### config.mk
export PLATFORM = sky130hd
export DESIGN_NAME = task_ctrl_param
export DESIGN_NICKNAME = d
export VERILOG_FILES = /design/src/rtl/task_ctrl_param.sv
export SDC_FILE = /design/constraint.sdc
export NUM_CORES = 1
export LEC_CHECK = 0
export CAP_MARGIN = 10
export CORE_MARGIN = 2
export CORE_UTILIZATION = 47
export DETAILED_ROUTE_END_ITERATION = 6
export PLACE_DENSITY = 0.88
export SLEW_MARGIN = 10
export SYNTH_ARGS = -nofsm -noshare
export SYNTH_HDL_FRONTEND = slang
export SYNTH_SLANG_ARGS = --single-unit
### constraint.sdc
create_clock -name CLK -period 4 [get_ports CLK]
set_input_delay 0.8 -clock CLK [delete_from_list [all_inputs] [get_ports CLK]]
set_output_delay 0.8 -clock CLK [all_outputs]
set_load 0.005 [all_outputs]
### src/rtl/task_ctrl_param.sv
// Per-task scheduler slot: decodes the shared op bus, holds state/priority/hit budget, emits sort key.
// Optional priority aging is enabled by defining TASK_AGING_EN.
module task_ctrl_param #(
  parameter int unsigned TASK_ID   = 5,
  parameter int unsigned ID_W      = 4,
  parameter int unsigned PRIO_W    = 4,
  parameter int unsigned HIT_W     = 8,
  parameter int unsigned HIT_INIT  = 'h80,
  parameter int unsigned AGE_LIMIT = 10000
) (
  input  logic                   CLK,
  input  logic                   RST_N,
  input  logic [15:0]            in_op,
  input  logic                   in_op_valid,
  output logic                   op_ack,
  output logic [ID_W+PRIO_W-1:0] out_sorter,
  output logic                   out_valid,
  output logic [1:0]             task_state,
  output logic [HIT_W-1:0]       exe_hit
);

  if (ID_W > 4 || PRIO_W < 4 || HIT_W < 4 || AGE_LIMIT < 2) begin : g_bad_params
    $error("task_ctrl_param: unsupported parameter combination");
  end

  typedef enum logic [1:0] {
    StReady = 2'b00,
    StSusp  = 2'b01,
    StWait  = 2'b10,
    StTerm  = 2'b11
  } state_e;

  state_e            state_q;
  logic [PRIO_W-1:0] prio_q;
  logic [HIT_W-1:0]  hit_q;

  logic       addressed;
  logic       eligible;
  logic       exec_ok;
  logic [3:0] opcode;
  logic [3:0] operand;

  // Reserved bits of the op word carry no meaning for this slot.
  logic unused_rsvd;
  assign unused_rsvd = ^in_op[15:12];

  always_comb begin
    opcode    = in_op[7:4];
    operand   = in_op[3:0];
    addressed = in_op_valid && (in_op[11:8] == 4'(TASK_ID));
    eligible  = (state_q == StReady) && (hit_q != '0);
    exec_ok   = addressed && eligible && ((opcode == 4'b0111) || (opcode == 4'b1111));
  end

`ifdef TASK_AGING_EN
  localparam int unsigned AGE_W = $clog2(AGE_LIMIT);
  logic [AGE_W-1:0] age_q;
`endif

  always_ff @(posedge CLK) begin
    if (!RST_N) begin
      state_q    <= StReady;
      prio_q     <= '0;
      hit_q      <= HIT_W'(HIT_INIT);
      op_ack     <= 1'b0;
      out_valid  <= 1'b0;
      out_sorter <= '0;
`ifdef TASK_AGING_EN
      age_q      <= '0;
`endif
    end else begin
      op_ack     <= addressed;
      // Key follows the registered state, so it trails an accepted op by one cycle.
      out_valid  <= eligible;
      out_sorter <= eligible ? {ID_W'(TASK_ID), prio_q} : '0;

`ifdef TASK_AGING_EN
      // Placed before op decode so a same-cycle priority write overrides the increment.
      if (!eligible || exec_ok) begin
        age_q <= '0;
      end else if (age_q == AGE_W'(AGE_LIMIT - 1)) begin
        age_q <= '0;
        if (prio_q != '1) prio_q <= prio_q + PRIO_W'(1);
      end else begin
        age_q <= age_q + AGE_W'(1);
      end
`endif

      if (addressed && (state_q != StTerm)) begin
        case (opcode)
          4'b0001:          state_q <= StReady;
          4'b0010:          state_q <= StSusp;
          4'b0011:          state_q <= StWait;
          4'b0100, 4'b1100: state_q <= StTerm;
          4'b0101:          prio_q  <= PRIO_W'(operand);
          4'b0110:          hit_q   <= HIT_W'(operand);
          4'b0111, 4'b1111: begin
            if (exec_ok) begin
              hit_q <= hit_q - HIT_W'(1);
              if ((opcode == 4'b1111) && (hit_q == HIT_W'(1))) state_q <= StWait;
            end
          end
          default: ;
        endcase
      end
    end
  end

  assign task_state = state_q;
  assign exe_hit    = hit_q;

endmodule

### Word level (Yosys, flattened, before mapping)

Cells that the tools add are included.

* add/subtract/negate cells: 1
* multipliers: 0
* div/mod/pow operators: 0
* magnitude comparators: 0
* equal/unequal tests: 14
* shifts and indexed selects: 0
* muxes and demuxes: 6
* bitwise logic cells: 0
* reduce and logical (&&, ||, !) cells: 17

Operator list (count)
* equality test 4 x 3 -> 1 bit (second input constant): 5
* case mux 8 bit (2 select lines): 1
* case mux 2 bit (5 select lines): 1
* equality test 4 x 2 -> 1 bit (second input constant): 2
* equality test 4 bit (second input constant): 2
* equality test 8 x 1 -> 1 bit (second input constant): 1
* 2-to-1 mux 8 bit: 1
* nonzero test 8 bit: 1
* subtractor 8 x 1 -> 8 bit (second input constant): 1
* 2-to-1 mux 7 bit: 1
* logical AND 1 bit: 6
* inequality test 2 bit (second input constant): 3
* nonzero test 5 bit: 1
* equality test 4 x 1 -> 1 bit (second input constant): 1
* 2-to-1 mux 2 bit: 2
* AND reduction 2 bit: 2
* AND reduction 4 bit: 1
* OR reduction 2 bit: 2
* AND reduction 3 bit: 1
* zero test 2 bit: 1
* nonzero test 2 bit: 1
* logical OR 1 bit: 1

* register bits after elaboration: 24
* latch bits: 0
* RAM bits: 0
* memory bits (read-only): 0
* input bits: 19
* output and inout port bits: 20
* word-level logic and storage cells: 45
* memories: 0

### Logic depth before layout (Yosys ltp)

* depth in word-level cells: 6
* gate-level depth with buffers: 6
* mapped depth without buffers: 6

### Worst setup path before layout

No wires, ideal clock.

* path type: input to register
* start point: input in_op[5]
* end point: register hit_q[2], in the netlist exe_hit[2]
* library setup time: 0.092 ns
* data arrival time: 1.914 ns
* required time: 3.908 ns
* slack: 1.993 ns
* stages: 5
* path buffers: 1
* cells stage by stage: clkbuf_1 -> nand3_1 -> nand2_1 -> a211o_1 -> o32ai_1

* longest elaborated chain between the ends: 5
* elaborated cells on any way between the ends: 10
* those cells by class: eq/ne: 4; mux: 1; reduce/logical: 5

RTL lines
* start: declaration: line 13 `input logic [15:0] in_op,`
* equality test 4 x 3 -> 1 bit / equality test 4 bit (equally long branches): line 52, 90
* logical OR 1 bit: line 52 `exec_ok = addressed && eligible && ((opcode == 4'b0111) || (opcode == 4'b1111));`
* logical AND 1 bit: line 52
* inequality test 2 bit (no line)
* AND reduction 3 bit (no line)
* end signal: assignment: line 64 `hit_q <= HIT_W'(HIT_INIT);`
* end signal: assignment: line 96 `4'b0110: hit_q <= HIT_W'(operand);`
* end signal: assignment: line 99 `hit_q <= hit_q - HIT_W'(1);`
* end: declaration: line 35 `logic [HIT_W-1:0] hit_q;`

Several ways; a longest one is shown, not always the timed one.
A chain may end at the register's enable or synchronous reset.

### Final worst setup path

* start point: input in_op[5]
* end point: register hit_q[6], in the netlist exe_hit[6]

Same word-level chain as after synthesis.

==> impl_metrics.ini <==
[timing]
relSlewSlack_pct = 38.89
drv_slew = 0
fin_crit_sh_pct = 57.86
fmax_mhz = 432.1
setup_violations = 0
rsz0062_at_grt = no
period_needed_ns = 2.315
fin_tns_setup_ns = 0
finalHoldViolations = 0
worst_pin_slew_ns = 0.9105
fin_worst_skew_ns = 0.005093

[power_and_ir_drop]
pwr-share-clk_pct = 40.9
comb_power_share_pct = 10.9
powerDensity_mw_per_mm2 = 284.9
power.switching_mw = 0.09207
switching_share_pct = 22.04
p_int_mw = 0.3257
finalPower_mw = 0.4177
p_leak_nw = 0.5851
max-vdd-ir-drop_mv = 0.2476
seqPwrFrac_pct = 48.2

[clock_network]
postCtsHoldBufs = 0
cts_setup_buffers = 0
cts-root-buf = clkbuf_4
clockBufferDepth = 2
cts_tree = built
cts_sinks = 20
clk_pin_slew_worst_paths_ns = 0.12
numCtsBuffers = 3
cts-resized-gates = 0
clkLatencyLatePin_ns = 0.31
htreeDepth = 1

[logic_synthesis]
synthTopCellsByArea = dfxtp_1, mux2i_1, nand2_1, and3_1, ha_1
yosysMostFrequentCell = dfxtp_1
yosys-top-cells-count = dfxtp_1, nand2_1, mux2i_1, nor2_1
async_flop_share_pct = 0
synth_area_mm2 = 0.001107
synth_ff_type = dfxtp_1
ys_seq_area_share_pct = 36.16
syn_inst = 128
yosysTopAreaCell = dfxtp_1
yosysWarningCount = 0
yosysUniqueCellTypes = 39
avgSynthCellArea_um2 = 8.651
yosysTopAreaCellShare_pct = 36.16
synth-edff-count = 0
ys_ff_latch = 20

[setup_path]
reg2reg_from = exe_hit[0]
critPathMaxFanout = 9
worstRegToRegCells = 5
critPathKind = input port to register
cp-end-kind = register
cp.required_ns = 4.20
worstReg2RegEnd = exe_hit[4]
r2r_slack_ns = 1.83
crit_arrival_ns = 2.51
cp-start-kind = input port

[place]
gp_congestion = 0.8928
port_buffers = 32
dp_hpwl_mm = 2.030
placed_area_mm2 = 0.001414

[floorplan]
initial_core_util_pct = 50.06
io_pins = 39
dieArea_mm2 = 0.002760
rows = 17
chipHeight_um = 52.54
core_mm2 = 0.002212
fp.dieW_um = 52.54

[layout]
antennaDiodeCount = 0
stdcell_area_mm2 = 0.001466
area_growth_pct = 32.43
drive_gt1_share_pct = 4.516
final_nets = 178

[run]
drv_cap = 0

[global_routing]
grt_pass1_vias = 1013
grt_pass1_wl_mm = 4.450
gr-usage-all-layers_pct = 21.77
grt_max_degree = 22
grt.overflow.total = 0
antenna_found_initial = 0

[route]
dr.pass1.iters = 4
wl_per_cell_um = 14.94
vias = 1104
vias_per_cell = 6.033
drc = 0
drtAntennaViolNets = 0
drt_iter0_markers = 33
wirelength_mm = 2.734

[worst_hold_path]
hold_end = out_sorter[3]
hold_class = register to register
min_from = prio_q[3]
hold_depth = 1

[run_status]
status = complete, no violations
-- worst max path at each step --
stage          startpoint          to  slack, ns  depth (start not counted)
2_1_floorplan    in_op[5]  exe_hit[2]       1.99                          5
3_3_place_gp     in_op[5]  exe_hit[2]       1.43                          5
3_5_place_dp     in_op[5]  exe_hit[2]       1.40                          5
4_1_cts          in_op[5]  exe_hit[2]       1.71                          5
5_1_grt          in_op[5]  exe_hit[6]       1.49                          5
6_report         in_op[5]  exe_hit[6]       1.69                          5
-- flip-flops by register name, summed over array words and instances (netlist names) --
name        cells
prio_q          4
task_state      2
out_sorter      5
op_ack          1
exe_hit         8
-- metrics by stage --
| stage | hold WS (ns) | util [%] | instances | setup WS [ns] |
|---|---|---|---|---|
| floorplan | 0.4523 | - | 129 | 1.993 |
| global placement | 0.4640 | 63.91 | 179 | 1.431 |
| detailed placement | 0.4704 | 63.91 | 179 | 1.398 |
| CTS | 0.4896 | 66.29 | 183 | 1.707 |
| global route | 0.5136 | 66.29 | 183 | 1.493 |
| finish | 0.4855 | 66.29 | 183 | 1.686 |
-- cells by family (layout without fill, tap and decap cells) --
| kind of cell | after synthesis | count (layout) | synth area share [%] |
|---|---|---|---|
| multiplexers | 10 | 10 | 9.153 |
| flip-flops | 20 | 20 | 36.16 |
| AND/OR/NAND/NOR | 52 | 52 | 24.41 |
| AO/OA/AOI/OAI | 26 | 26 | 19.32 |
| buffers and inverters | 15 | 41 | 6.441 |
| XOR/XNOR | 1 | 1 | 0.7911 |
| adder cells (fa/ha/maj) | 3 | 3 | 3.390 |
| other | 1 | 2 | 0.3387 |
-- cells in the final DEF, fill, tap and decap left out, types with 2 or more instances in the layout --
cell / n
a2111oi_0: 4
o22ai_1: 2
clkdlybuf4s50_1: 32
and3_1: 6
ha_1: 3
clkbuf_4: 3
nor2_1: 9
mux2i_1: 9
a21oi_1: 2
dfxtp_1: 20
nand3_1: 3
o32ai_1: 2
a311oi_1: 2
nand2_1: 16
nand4_1: 3
conb_1: 2
inv_1: 5
or3_1: 2
and2_1: 3
nor3b_1: 3
o211ai_1: 5
-- area by class of cell --
cell class,instances,area (um2)
Timing Repair Buffer,32,320.3
Inverter,5,18.77
Sequential cell,20,400.4
Clock buffer,3,22.52
Clock inverter,1,30.03
Fill cell,191,745.7
Multi-Input combinational cell,94,639.4
Tap cell,28,35.03
-- critical path, stage by stage --
cell	delay [ns]
clkdlybuf4s50_1	0.57
nand3_1	0.28
nand2_1	0.21
a2111oi_0	0.52
o32ai_1	0.13
-- power groups by stage --
stage | Clock, mW | Sequential [mW] | Combinational [mW]
3_5_place_dp | 0 | 0.206 | 0.0449
4_1_cts | 0.169 | 0.201 | 0.0452
2_1_floorplan | 0 | 0.206 | 0.0251
5_1_grt | 0.178 | 0.202 | 0.0493
6_report | 0.171 | 0.201 | 0.0455
3_3_place_gp | 0 | 0.206 | 0.0435
-- routing by layer --
layer,up-vias,wire length (um),global-route usage [%]
met5,-,0,0
met4,0,58,9.402
met3,6,206,2.571
met2,59,1343,37.71
met1,511,1125,26.86
li1,528,-,-
(Power assumes the default switching activity.)
